===== src/rtl/bus_wait_ctrl.sv =====
// Bus timing front-end: decodes each core access by region, stretches it with
// GBA-style N/S wait states through a registered pause, and flags illegal accesses.
`ifndef MEM_SIZE_BYTE
`define MEM_SIZE_BYTE 2'b00
`endif
`ifndef MEM_SIZE_HALF
`define MEM_SIZE_HALF 2'b01
`endif
`ifndef MEM_SIZE_WORD
`define MEM_SIZE_WORD 2'b10
`endif
`ifndef MEM_SIZE_RESR
`define MEM_SIZE_RESR 2'b11
`endif

module bus_wait_ctrl #(
  parameter logic [3:0] EWRAM_WAIT = 4'd2,
  parameter logic [3:0] WS0_N      = 4'd4,
  parameter logic [3:0] WS0_S      = 4'd2,
  parameter logic [3:0] WS1_N      = 4'd4,
  parameter logic [3:0] WS1_S      = 4'd4,
  parameter logic [3:0] WS2_N      = 4'd4,
  parameter logic [3:0] WS2_S      = 4'd8,
  parameter logic [3:0] SRAM_WAIT  = 4'd4
) (
  input  logic        clk,
  input  logic        rst_n,
  input  logic [31:0] addr,
  input  logic        write,
  input  logic [1:0]  size,
  output logic        pause,
  output logic        abort,
  output logic        seq
);

  typedef enum logic {
    IDLE,
    WAIT
  } state_t;

  typedef enum logic [3:0] {
    REG_NONE,
    REG_BIOS,
    REG_EWRAM,
    REG_INTERNAL,
    REG_WS0,
    REG_WS1,
    REG_WS2,
    REG_SRAM,
    REG_UNMAPPED
  } region_t;

  state_t      state, state_next;
  logic [3:0]  cnt, cnt_next;
  logic        pause_next, abort_next, seq_next;
  logic        last_valid, last_valid_next;
  logic [31:0] last_addr, last_addr_next;
  region_t     last_region, last_region_next;

  region_t     region;
  logic [31:0] step;
  logic        seq_hit;
  logic [3:0]  wait_cnt;
  logic        illegal;

  always_comb begin
    region = REG_UNMAPPED;
    case (addr[31:24])
      8'h00:                             region = REG_BIOS;
      8'h02:                             region = REG_EWRAM;
      8'h03, 8'h04, 8'h05, 8'h06, 8'h07: region = REG_INTERNAL;
      8'h08, 8'h09:                      region = REG_WS0;
      8'h0A, 8'h0B:                      region = REG_WS1;
      8'h0C, 8'h0D:                      region = REG_WS2;
      8'h0E:                             region = REG_SRAM;
      default:                           region = REG_UNMAPPED;
    endcase
  end

  // Sequential means the same region continues exactly one transfer further on.
  always_comb begin
    step = 32'd4;
    case (size)
      `MEM_SIZE_BYTE: step = 32'd1;
      `MEM_SIZE_HALF: step = 32'd2;
      default:        step = 32'd4;
    endcase
    seq_hit = last_valid && (region == last_region) && (addr == last_addr + step);
  end

  always_comb begin
    wait_cnt = 4'd0;
    case (region)
      REG_EWRAM: wait_cnt = EWRAM_WAIT;
      REG_WS0:   wait_cnt = seq_hit ? WS0_S : WS0_N;
      REG_WS1:   wait_cnt = seq_hit ? WS1_S : WS1_N;
      REG_WS2:   wait_cnt = seq_hit ? WS2_S : WS2_N;
      REG_SRAM:  wait_cnt = SRAM_WAIT;
      default:   wait_cnt = 4'd0;
    endcase
  end

  always_comb begin
    illegal = 1'b0;
    if (size == `MEM_SIZE_RESR || region == REG_UNMAPPED)
      illegal = 1'b1;
    if (write && (region == REG_BIOS || region == REG_WS0 ||
                  region == REG_WS1  || region == REG_WS2))
      illegal = 1'b1;
  end

  // IDLE accepts one access per edge; WAIT counts down and ignores the bus.
  always_comb begin
    state_next       = state;
    cnt_next         = cnt;
    pause_next       = pause;
    abort_next       = abort;
    seq_next         = seq;
    last_valid_next  = last_valid;
    last_addr_next   = last_addr;
    last_region_next = last_region;
    case (state)
      IDLE: begin
        last_valid_next  = 1'b1;
        last_addr_next   = addr;
        last_region_next = region;
        seq_next         = seq_hit;
        abort_next       = illegal;
        if (wait_cnt != 4'd0) begin
          state_next = WAIT;
          cnt_next   = wait_cnt;
          pause_next = 1'b1;
        end
      end
      WAIT: begin
        cnt_next = cnt - 4'd1;
        if (cnt == 4'd1) begin
          state_next = IDLE;
          pause_next = 1'b0;
          abort_next = 1'b0;
        end
      end
      default: begin
        state_next = IDLE;
        pause_next = 1'b0;
        abort_next = 1'b0;
      end
    endcase
  end

  always_ff @(posedge clk or negedge rst_n) begin
    if (!rst_n) begin
      state       <= IDLE;
      cnt         <= 4'd0;
      pause       <= 1'b0;
      abort       <= 1'b0;
      seq         <= 1'b0;
      last_valid  <= 1'b0;
      last_addr   <= 32'd0;
      last_region <= REG_NONE;
    end else begin
      state       <= state_next;
      cnt         <= cnt_next;
      pause       <= pause_next;
      abort       <= abort_next;
      seq         <= seq_next;
      last_valid  <= last_valid_next;
      last_addr   <= last_addr_next;
      last_region <= last_region_next;
    end
  end

endmodule


===== config.mk =====
export PLATFORM = sky130hd
export DESIGN_NAME = bus_wait_ctrl
export DESIGN_NICKNAME = d
export VERILOG_FILES = /design/src/rtl/bus_wait_ctrl.sv
export SDC_FILE = /design/constraint.sdc
export NUM_CORES = 1
export LEC_CHECK = 0
export BUFFER_PORTS_ARGS = -buffer_cell sky130_fd_sc_hd__buf_2
export CORE_MARGIN = 2
export CORE_UTILIZATION = 34
export CTS_CLUSTER_DIAMETER = 40
export DETAILED_ROUTE_END_ITERATION = 7
export MAX_ROUTING_LAYER = met4
export SETUP_SLACK_MARGIN = 0.4
export SLEW_MARGIN = 20
export SYNTH_ARGS = -nofsm -noshare
export SYNTH_HDL_FRONTEND = slang
export SYNTH_SLANG_ARGS = --single-unit

===== constraint.sdc =====
create_clock -name clk -period 5.76 [get_ports clk]
set_clock_uncertainty 0.1 [all_clocks]
set_input_delay 0.864 -clock clk [delete_from_list [all_inputs] [get_ports clk]]
set_output_delay 0.864 -clock clk [all_outputs]
set_load 0.02 [all_outputs]

# After elaboration in Yosys (flattened, before gate mapping)
# Memories as Yosys holds them, arrays and structs flattened.
# Index checks and enable logic that the tools add are counted.
[word_totals] rom_bits=64 memories=1 wordCells=54 register_bits=45 output_inout_bits=3
[mem_list] name="(no name shown)" words=16 word_bits=4 read_ports=1 rd_clocked_by_memory_dff=0 write_ports=0 line="68" text="case (addr[31:24])"
[op_classes] n_mux=16 add_sub_neg=2 bitwise=1 reduce_logical=12 eq_ne=14
[ops] operator="adder 32 bit" n=1
[ops] operator="== test 32 bit" n=1
[ops] operator="== test 4 x 3 -> 1 bit, second input constant" n=4
[ops] operator="one-hot mux 4 bit (4 select lines)" n=1
[ops] operator="two-way mux 4 bit" n=3
[ops] operator="== test 4 x 1 -> 1 bit, second input constant" n=2
[ops] operator="one-hot mux 4 bit (2 select lines)" n=1
[ops] operator="two-way mux 1 bit" n=6
[ops] operator="one-hot mux 1 bit (2 select lines)" n=3
[ops] operator="one-hot mux 3 bit (2 select lines)" n=1
[ops] operator="== test 4 x 2 -> 1 bit, second input constant" n=1
[ops] operator="== test 4 bit" n=1
[ops] operator="== test 4 bit, second input constant" n=1
[ops] operator="logical NOT 4 bit" n=1
[ops] operator="logical OR 1 bit" n=4
[ops] operator="nonzero test 4 bit" n=1
[ops] operator="subtractor 4 x 1 -> 4 bit, second input constant" n=1
[ops] operator="logical AND 1 bit" n=3
[ops] operator="two-way mux 3 bit" n=1
[ops] operator="== test 2 x 1 -> 1 bit, second input constant" n=1
[ops] operator="== test 2 bit, second input constant" n=1
[ops] operator="logical NOT 2 bit" n=1
[ops] operator="!= test 2 x 1 -> 1 bit, second input constant" n=1
[ops] operator="!= test 2 bit, second input constant" n=1
[ops] operator="3 further kinds" n=3

# Depth between registers and ports, before layout
# Gate-level depths: netlist of run 1.
[logic_depth] word_depth=10 depth_mapped=11 depth_no_buf=11

# Worst setup path before layout of run 1
# OpenSTA, ideal clock, no wires.
[synth_timing] kind="in2reg" from="input port size[0]" to="register cnt[2]" slack_ns=2.312 arrival_ns=3.229 n_path_buf=0 setup_time_ns=0.119 path_stages=11 cell_sequence="nor2_1 -> ha_1 -> fa_1 -> a21oi_1 -> nor4_2 -> nor3_1 -> a31oi_1 -> or4_1 -> nor4_2 -> nand4_1 -> o21ba_1"
[synth_via] elab_chain_cells=9
[synth_rtl] element="from (decl)" line="30" text="input logic [1:0] size,"
[synth_rtl] element="== test 2 x 1 -> 1 bit or logical NOT 2 bit (tied branches)" line="83" text="case (size)"
[synth_rtl] element="one-hot mux 3 bit (2 select lines) (*)" line="83"
[synth_rtl] element="adder 32 bit (*)" line="88" text="seq_hit = last_valid && (region == last_region) && (addr == last_addr + step);"
[synth_rtl] element="== test 32 bit (*)" line="88"
[synth_rtl] element="logical AND 1 bit (*)" line="88"
[synth_rtl] element="two-way mux 3 bit or two-way mux 4 bit (tied branches)" line="95, 97"
[synth_rtl] element="one-hot mux 4 bit (4 select lines) (*)" line="93" text="case (region)"
[synth_rtl] element="nonzero test 4 bit or two-way mux 4 bit (tied branches)" line="129" text="if (wait_cnt != 4'd0) begin"
[synth_rtl] element="!= test 2 bit (no line) or one-hot mux 4 bit (2 select lines) (tied branches)"
[synth_rtl] element="to (signal assigned)" line="163" text="cnt <= cnt_next;"
[synth_rtl] element="to (decl)" line="54" text="logic [3:0] cnt, cnt_next;"
# Every way passes the cells marked *; elsewhere a longest branch is shown, timed or not. The select of a mux whose other input is x is not followed.
# A chain may end at the register's enable or synchronous reset.

# Final worst setup path of run 1
[layout_timing] from="input port size[1]" to="register cnt[2]"
# Same word-level chain as after synthesis.

==> results.toml, run 1 <==
[route]
wire_per_inst_um = 15.1
vias = 2748
wirelength_mm = 7.83
antenna_left = 0
via_per_inst = 5.28
dr.first_iter.drc_count = 113
first_pass_iters = 4
remaining_drc_errors = 0

[synthesis]
async_reset_ff_share_pct = 100
synth.top_cell.area_share_pct = 33.7
syn_area_um2 = 3340
synth.avg_cell_area_um2 = 9.47
yosys-top-cells-area = "dfrtp_1 34%, mux2_2 11%, xnor2_1 7.6%"
synth-edff-count = 0
synthFlopType = "dfrtp_1"
synth_area_leader_cell = "dfrtp_1"
synthCells = 353
synth.distinct_cells = 59
ys_seq_area_share_pct = 33.7
yosys-top-cells-count = "45 x dfrtp_1, 32 x mux2_2, 29 x nand2_1, 29 x xnor2_1"
syn-num-nets = 400
yosysMostFrequentCell = "dfrtp_1"
ys_ff_latch = 45
yosysWarnings = 0

[worst_setup_path]
start_kind = "input pin"
worstSetupEndpointType = "register"
crit-reg2reg-launch = "last_addr[0]"
startpoint = "size[1]"
worst-setup-path-type = "in2reg"
arrival_ns = 3.68
required_ns = 5.88
crit_fanout = 6

[power_and_ir_drop]
p_int_w = 0.000871
p_seq_share_pct = 42.7
total_power_w = 0.00145
p_sw_share_pct = 39.9
p_leak_nw = 1.46
p_switching_w = 0.000579
ir_drop_v = 0.000217
p_per_area_nw_per_um2 = 383
pwr-share-clk_pct = 20.0
combPwrFrac_pct = 37.3

[die]
core-area_um2 = 9640
die_h_um = 103
initial_core_util_pct = 34.7
ioPinCount = 40
rows = 36
die-width_um = 103
dieArea_um2 = 10600

[grt]
use_met2_pct = 25.6
grt_util_met3_pct = 2.55
antenna_found_initial = 0
top_usage_layer = "met2"
track_usage_pct = 16.1
grt_pass1_wl_mm = 13.2
grt.met1_usage_pct = 21.1
grt_overflow = 0
grt_pass1_vias = 2720
grt_start_max_net_pins = 58

[cts]
htreeDepth = 2
clkLatencyLatePin_ns = 0.31
root_buffer = "clkbuf_8"
cts.sinks = 45
cts_buffer_depth = 2
cts_buffers = 5
clk_pin_slew_ns = 0.10
post_cts_buffers = 0
ctsHoldBuffers = 0
cts_tree = "done"
cts_resized = 0

[sta]
setup-tns-final_ns = 0
fmax_mhz = 280
rsz0062_at_grt = "no"
drv_slew = 0
worst_pin_slew_ns = 0.882
period_needed_ns = 3.57
final.period_utilization_pct = 61.9
setup_violations = 0
slew_headroom_pct = 40.7
hold_viol_final = 0

[flow_run]
cap_violations = 0

[finish]
final_cell_count_no_fill = 520
nFillCells = 1032
area_delta_synth_final_pct = 13.4
drive_above_1_share_pct = 24.0
nets = 433
insertedDiodeCount = 0
final_core_util_pct = 39.3

[placed_design]
numPortBuffers = 39
dp_hpwl_mm = 5.97
gp_congestion = 0.866
dpl.cell_count = 512

[min_path]
min_from = "last_valid"
hold_class = "reg2reg"

[outcome]
outcome = "completed"
-- flip-flops by register name, indices dropped and copies added, names as in the netlist --
name         count
last_addr       32
last_valid       1
pause            1
abort            1
seq              1
state            1
last_region      4
cnt              4
-- metrics by stage --
stage                     hold WS (ns)  worst slack, ns  instance area [um^2]
after floorplan                  0.334             2.31                  3340
after global placement           0.359             1.99                  3650
after detailed placement         0.363             1.86                  3650
after CTS                        0.385             2.20                  3790
after global routing             0.415             1.89                  3790
final                            0.386             2.19                  3790
-- power groups by stage --
stage          Clock (W)  Sequential [W]  Combinational [W]
2_1_floorplan          0        0.000517           0.000498
3_3_place_gp           0        0.000619           0.000536
3_5_place_dp           0        0.000625           0.000542
4_1_cts         0.000294        0.000619           0.000547
5_1_grt         0.000309        0.000646           0.000604
6_report        0.000290        0.000619           0.000541
-- critical path, cell delays in order --
cell,delay (ns)
buf_2,0.11
nor2_1,0.05
ha_1,0.21
fa_1,0.41
a21oi_1,0.56
o41ai_1,0.17
a2111oi_0,0.49
nor2_1,0.07
o21ai_0,0.10
nor4b_2,0.36
nand3_1,0.12
o21ba_1,0.18
-- worst paths after layout --
check | endpoint | cells after the start | slack (ns)
min in group asynchronous | last_region[2] | 1 | 0.45
min reg2reg | last_valid | 1 | 0.39
min | last_valid | 1 | 0.39
max in group asynchronous | state | 1 | 4.67
max | cnt[2] | 12 | 2.19
max reg2reg | cnt[2] | 10 | 2.49
-- routing by layer --
layer | vias up | wire length [um]
met1 | 1320 | 3810
met4 | 0 | 116
met2 | 62 | 3640
met3 | 9 | 264
met5 | - | 0
li1 | 1357 | -
-- layout make-up --
type | instances | area (um^2) | area share (%)
clock buffers | 5 | 68.8 | 1.82
repair buffers | 39 | 198 | 5.21
flip-flops and latches | 45 | 1130 | 29.8
inverters | 7 | 26.3 | 0.693
multi-input cells | 288 | 2140 | 56.4
clock inverters | 3 | 65.1 | 1.72
well taps | 133 | 166 | 4.39
-- cells by family (layout without fill, tap and decap cells) --
logic type	Yosys count	in the layout	share of synthesized area, %
compound gates	58	58	11.8
xor+xnor	49	49	12.8
fa+ha+maj	10	10	3.97
buf+inv	20	54	2.43
flops	45	45	33.7
mux	38	38	12.6
simple gates	133	133	22.7
-- layout by cell type, fill, tap and decap left out, types with 3 or more instances in the layout --
cell type	n
nor2b_1	6
and3_1	3
nand2_1	29
nand3b_1	3
buf_2	38
a211oi_1	3
xor2_1	20
ha_1	9
inv_1	7
a21o_1	3
nand4_1	12
a21oi_1	11
a22oi_1	3
mux2_2	32
nor4_1	6
clkbuf_8	5
nand2b_1	4
nand3_1	20
o21ai_1	4
o21ai_0	13
nor3_1	13
a31oi_1	5
dfrtp_1	44
mux2i_1	6
xnor2_1	29
a2111oi_0	3
nor2_1	17
Note: power is estimated with default switching activity, not from simulation.
==> run 2, diff against run 1 <==
==> constraint.sdc (replaced) <==
create_clock -name clk -period 2.9 [get_ports clk]
set_clock_uncertainty 0.1 [all_clocks]
set_input_delay 0.435 -clock clk [delete_from_list [all_inputs] [get_ports clk]]
set_output_delay 0.435 -clock clk [all_outputs]
set_load 0.02 [all_outputs]
==> results.toml, run 2 (synthesized netlist as in run 1, its figures left out) <==
[die]
rows = 36
core-area_um2 = 9640
ioPinCount = 40
initial_core_util_pct = 34.7
die_h_um = 103
die-width_um = 103
dieArea_um2 = 10600

[cts]
clkLatencyLatePin_ns = 0.31
cts.sinks = 45
cts_buffers = 5
cts_tree = "done"
root_buffer = "clkbuf_8"
cts_buffer_depth = 2
htreeDepth = 2
clk_pin_slew_ns = 0.09

[flow_run]
cap_violations = 0

[placed_design]
gp_congestion = 0.959
dp_hpwl_mm = 6.40
numPortBuffers = 39
dpl_cell_area_um2 = 3820
dpl.cell_count = 532

[finish]
nFillCells = 984
nets = 457
layout_common_cells = "44 x dfrtp_1, 39 x buf_2, 32 x mux2_2"
largestRegisters = "last_addr: 32 flops, cnt: 4 flops, last_region: 4 flops"
drive_above_1_share_pct = 29.7
largest-register = "last_addr"
insertedDiodeCount = 0
layout_commonest_cell = "dfrtp_1"
largest_reg_flops = 32
final_cell_count_no_fill = 544
fin_area_um2 = 4000
area_delta_synth_final_pct = 19.7

[sta]
fmax_mhz = 341
layout_setup_ws_ns = -0.0335
hold_viol_final = 0
period_needed_ns = 2.93
final.period_utilization_pct = 101
slew_headroom_pct = 46.8
worst_pin_slew_ns = 0.798
rsz0062_at_grt = "yes"
setup_violations = 1
setup-tns-final_ns = -0.0335
hold_slack_ns = 0.283
drv_slew = 0

[route]
met1_length_mm = 3.89
antenna_left = 0
dr_wl_met2_mm = 3.91
dr.first_iter.drc_count = 133
wire_per_inst_um = 15.1
remaining_drc_errors = 0
via_per_inst = 5.19
routed.top_layer = "met4"
wirelength_mm = 8.21
route.met3.wl_um = 247
vias = 2822
first_pass_iters = 5

[power_and_ir_drop]
p_per_area_nw_per_um2 = 719
ir_drop_v = 0.000269
p_leak_nw = 1.58

[worst_setup_path]
start_kind = "register"
crit_fanout = 4
r2r_end = "cnt[2]"
reg2reg_slack_ns = -0.03
startpoint = "last_addr[0]"
worst-setup-path-type = "reg2reg"
rr_worst_depth = 10
worstSetupEndpointType = "register"
required_ns = 3.01
crit_end = "cnt[2]"
arrival_ns = 3.04
crit-reg2reg-launch = "last_addr[0]"

[grt]
track_usage_pct = 16.9
grt_start_max_net_pins = 42
grt_pass1_vias = 2718
antenna_found_initial = 0
grt_pass1_wl_mm = 13.5
grt_overflow = 0

[min_path]
hold_class = "in2reg"

[outcome]
failed_checks = "setup timing"
outcome = "complete, but fails checks"
[run 2: worst min-delay path by stage]
stage / start / depth (start not counted) / end
6_report: addr[21] / 2 / last_addr[21]
2_1_floorplan: rst_n / 0 / abort
3_3_place_gp: rst_n / 1 / cnt[0]
4_1_cts: rst_n / 1 / pause
5_1_grt: addr[3] / 2 / last_addr[3]
3_5_place_dp: rst_n / 1 / cnt[0]
[run 2: what timing repair did]
action                                  in CTS  in global routing
endpoints found under the setup margin       4                  4
cloned                                       0                  0
endpoints found under the hold margin        0                  3
setup buffers                                0                  3
hold buffers                                 0                  1
pin swaps                                    3                  5
resized for setup                            2                  6
[run 2: critical path: stages (launching register included)]
cell      delay, ns
dfrtp_1        0.40
ha_2           0.20
fa_1           0.50
xnor2_1        0.11
nand3_1        0.12
a211oi_2       0.20
o211ai_1       0.10
or4_1          0.53
nor4_2         0.15
nand4_1        0.20
o21ba_1        0.23
[run 2: layout make-up]
type                            instances  area, um^2  area share [%]
Sequential cell                        45        1130            28.2
Timing Repair Buffer                   63         378            9.44
Clock buffer                            6        72.6            1.81
Multi-Input combinational cell        288        2200            54.9
Tap cell                              133         166            4.16
Clock inverter                          2        35.0           0.875
Inverter                                7        26.3           0.656
[run 2: metrics by stage]
stage | utilization, % | setup slack (ns) | power (W)
final | 41.5 | -0.0335 | 0.00288
after global routing | 41.5 | -0.131 | 0.00312
after CTS | 40.8 | -0.0195 | 0.00288
after detailed placement | 39.6 | -0.288 | 0.00237
after global placement | 39.6 | -0.240 | 0.00233
after floorplan | - | 0.0476 | 0.00202
[run 2: where the power goes]
group / switching (W) / total [W] / internal, W
Sequential: 0.000356 / 0.00118 / 0.000821
Clock: 0.000227 / 0.000484 / 0.000256
Combinational: 0.000590 / 0.00122 / 0.000627
[run 2: layer usage]
layer	vias to the layer above	global-route usage (%)
met2	53	26.8
li1	1403	-
met1	1352	22.0
met3	14	2.76
met5	-	-
met4	0	5.57
==> run 3, diff against run 2 <==
--- a/config.mk
+++ b/config.mk
@@ -8,8 +8,9 @@
 export BUFFER_PORTS_ARGS = -buffer_cell sky130_fd_sc_hd__buf_2
 export CORE_MARGIN = 2
 export CORE_UTILIZATION = 34
-export CTS_CLUSTER_DIAMETER = 40
+export CTS_CLUSTER_DIAMETER = 200
 export DETAILED_ROUTE_END_ITERATION = 7
+export GPL_ROUTABILITY_DRIVEN = 1
 export MAX_ROUTING_LAYER = met4
 export SETUP_SLACK_MARGIN = 0.4
 export SLEW_MARGIN = 20
==> constraint.sdc (replaced) <==
create_clock -name clk -period 2.5 [get_ports clk]
set_clock_uncertainty 0.1 [all_clocks]
set_input_delay 0.375 -clock clk [delete_from_list [all_inputs] [get_ports clk]]
set_output_delay 0.375 -clock clk [all_outputs]
set_load 0.02 [all_outputs]
==> results.toml, run 3 (synthesized netlist as in run 1, its figures left out) <==
[grt]
antenna_found_initial = 0
grt_pass1_vias = 2792
grt_overflow = 0
grt_start_max_net_pins = 46
track_usage_pct = 16.7
grt_pass1_wl_mm = 13.5

[die]
ioPinCount = 40
initial_core_util_pct = 34.7
dieArea_um2 = 10600
die-width_um = 103
die_h_um = 103
core-area_um2 = 9640
rows = 36

[power_and_ir_drop]
p_seq_share_pct = 35.0
ir_drop_v = 0.000289
p_leak_nw = 1.75
p_sw_share_pct = 39.4
p_per_area_nw_per_um2 = 834
p_int_w = 0.00217
total_power_w = 0.00357
combPwrFrac_pct = 48.6
pwr-share-clk_pct = 16.5
p_switching_w = 0.00141

[route]
first_pass_iters = 4
wire_per_inst_um = 14.6
via_per_inst = 5.12
antenna_left = 0
dr.first_iter.drc_count = 123
remaining_drc_errors = 0
wirelength_mm = 8.40
vias = 2955

[placed_design]
gp_congestion = 0.845
dp_hpwl_mm = 6.53
numPortBuffers = 39

[worst_setup_path]
arrival_ns = 3.03
crit_chain = "ha_2 > fa_2 > xnor2_2 > nand3_2 > a211oi_2 > o211ai_1 > or4_1 > nor4_2 > nand4_1 > o21ba_1"
crit_fanout = 4
crit-reg2reg-launch = "last_addr[0]"
path_buf_inv = 0
crit_path_top_delay_cell = "fa_2"
startpoint = "last_addr[0]"
slowest_delay_ns = 0.54
required_ns = 2.60
worstSetupEndpointType = "register"
critPathTopFamily = "simple AND/OR/NAND/NOR gates"
worst-setup-path-type = "reg2reg"
start_kind = "register"

[sta]
drv_slew = 0
hold_viol_final = 0
final.period_utilization_pct = 117
setup-tns-final_ns = -1.42
fmax_mhz = 342
worst_pin_slew_ns = 0.601
layout_setup_ws_ns = -0.425
rsz0062_at_grt = "yes"
setup_violations = 4
slew_headroom_pct = 59.9
period_needed_ns = 2.92

[cts]
htreeDepth = 2
cts_buffers = 5
cts.sinks = 45
cts_buffer_depth = 2
root_buffer = "clkbuf_8"
clk_pin_slew_ns = 0.10
cts_tree = "done"
clkLatencyLatePin_ns = 0.31

[finish]
largest_reg_flops = 32
layout_commonest_cell = "buf_4"
nets = 490
layout_common_cells = "57 x buf_4, 44 x dfrtp_1, 39 x buf_2"
final_core_util_pct = 44.4
drive_above_1_share_pct = 36.0
largestRegisters = "last_addr: 32 flops, cnt: 4 flops, last_region: 4 flops"
largest-register = "last_addr"
insertedDiodeCount = 0
area_delta_synth_final_pct = 28.1

[outcome]
outcome = "complete, but fails checks"
failed_checks = "setup timing"

[min_path]
hold_class = "in2async"

[flow_run]
cap_violations = 0
## run 3: cell count changes in the layout (fill, tap and decap cells not counted), sizes merged
cell	previous run	this run
dlygate4sd3	1	0
clkbuf	6	7
buf	62	96
clkinv	1	0
## run 3: path summary, 6_finish.rpt
check,endpoint,slack (ns),cells after the start
setup / recovery,cnt[2],-0.42,10
min in group clk,last_addr[21],0.23,2
hold reg to reg,last_valid,0.40,1
setup reg to reg,cnt[2],-0.42,10
max in group asynchronous,state,1.83,2
hold / removal,pause,0.04,2
## run 3: power groups by stage
stage          clock [W]  combinational (W)  sequential, W
3_5_place_dp           0            0.00166        0.00126
6_report        0.000588            0.00174        0.00125
5_1_grt         0.000632            0.00192        0.00130
3_3_place_gp           0            0.00163        0.00125
2_1_floorplan          0            0.00115        0.00119
4_1_cts         0.000604            0.00168        0.00125
## run 3: area by class of cell
type / count / area [um^2]
fill: 971 / 5360
clock buffer: 7 / 86.3
inverter: 7 / 26.3
tap: 133 / 166
timing repair buffer: 96 / 623
clock inverter: 1 / 30.0
sequential: 45 / 1130
multi-input combinational: 288 / 2220
## run 3: routing by layer
layer / global-route usage [%] / vias to the layer above / wire length (um)
met5: - / - / 0
met2: 27.5 / 57 / 4070
li1: - / 1473 / -
met1: 21.9 / 1417 / 3910
met4: 4.15 / 0 / 104
met3: 2.28 / 8 / 313
## run 3: what timing repair did
action                     in CTS  in global routing
resized for setup               1                 13
hold buffers                    0                  0
pin swaps                       4                 13
setup endpoints to repair       4                  4
cloned                          0                  0
setup buffers                   0                  5
## run 3: metrics by stage
step                cells  instance area, um^2  setup slack [ns]  hold WS (ns)
floorplan             353                 3360            -0.292       -0.0206
global placement      564                 4060            -0.587         0.359
detailed placement    564                 4060            -0.665         0.352
CTS                   572                 4180            -0.454        0.0732
global route          577                 4280            -0.529         0.113
finish                577                 4280            -0.425        0.0425
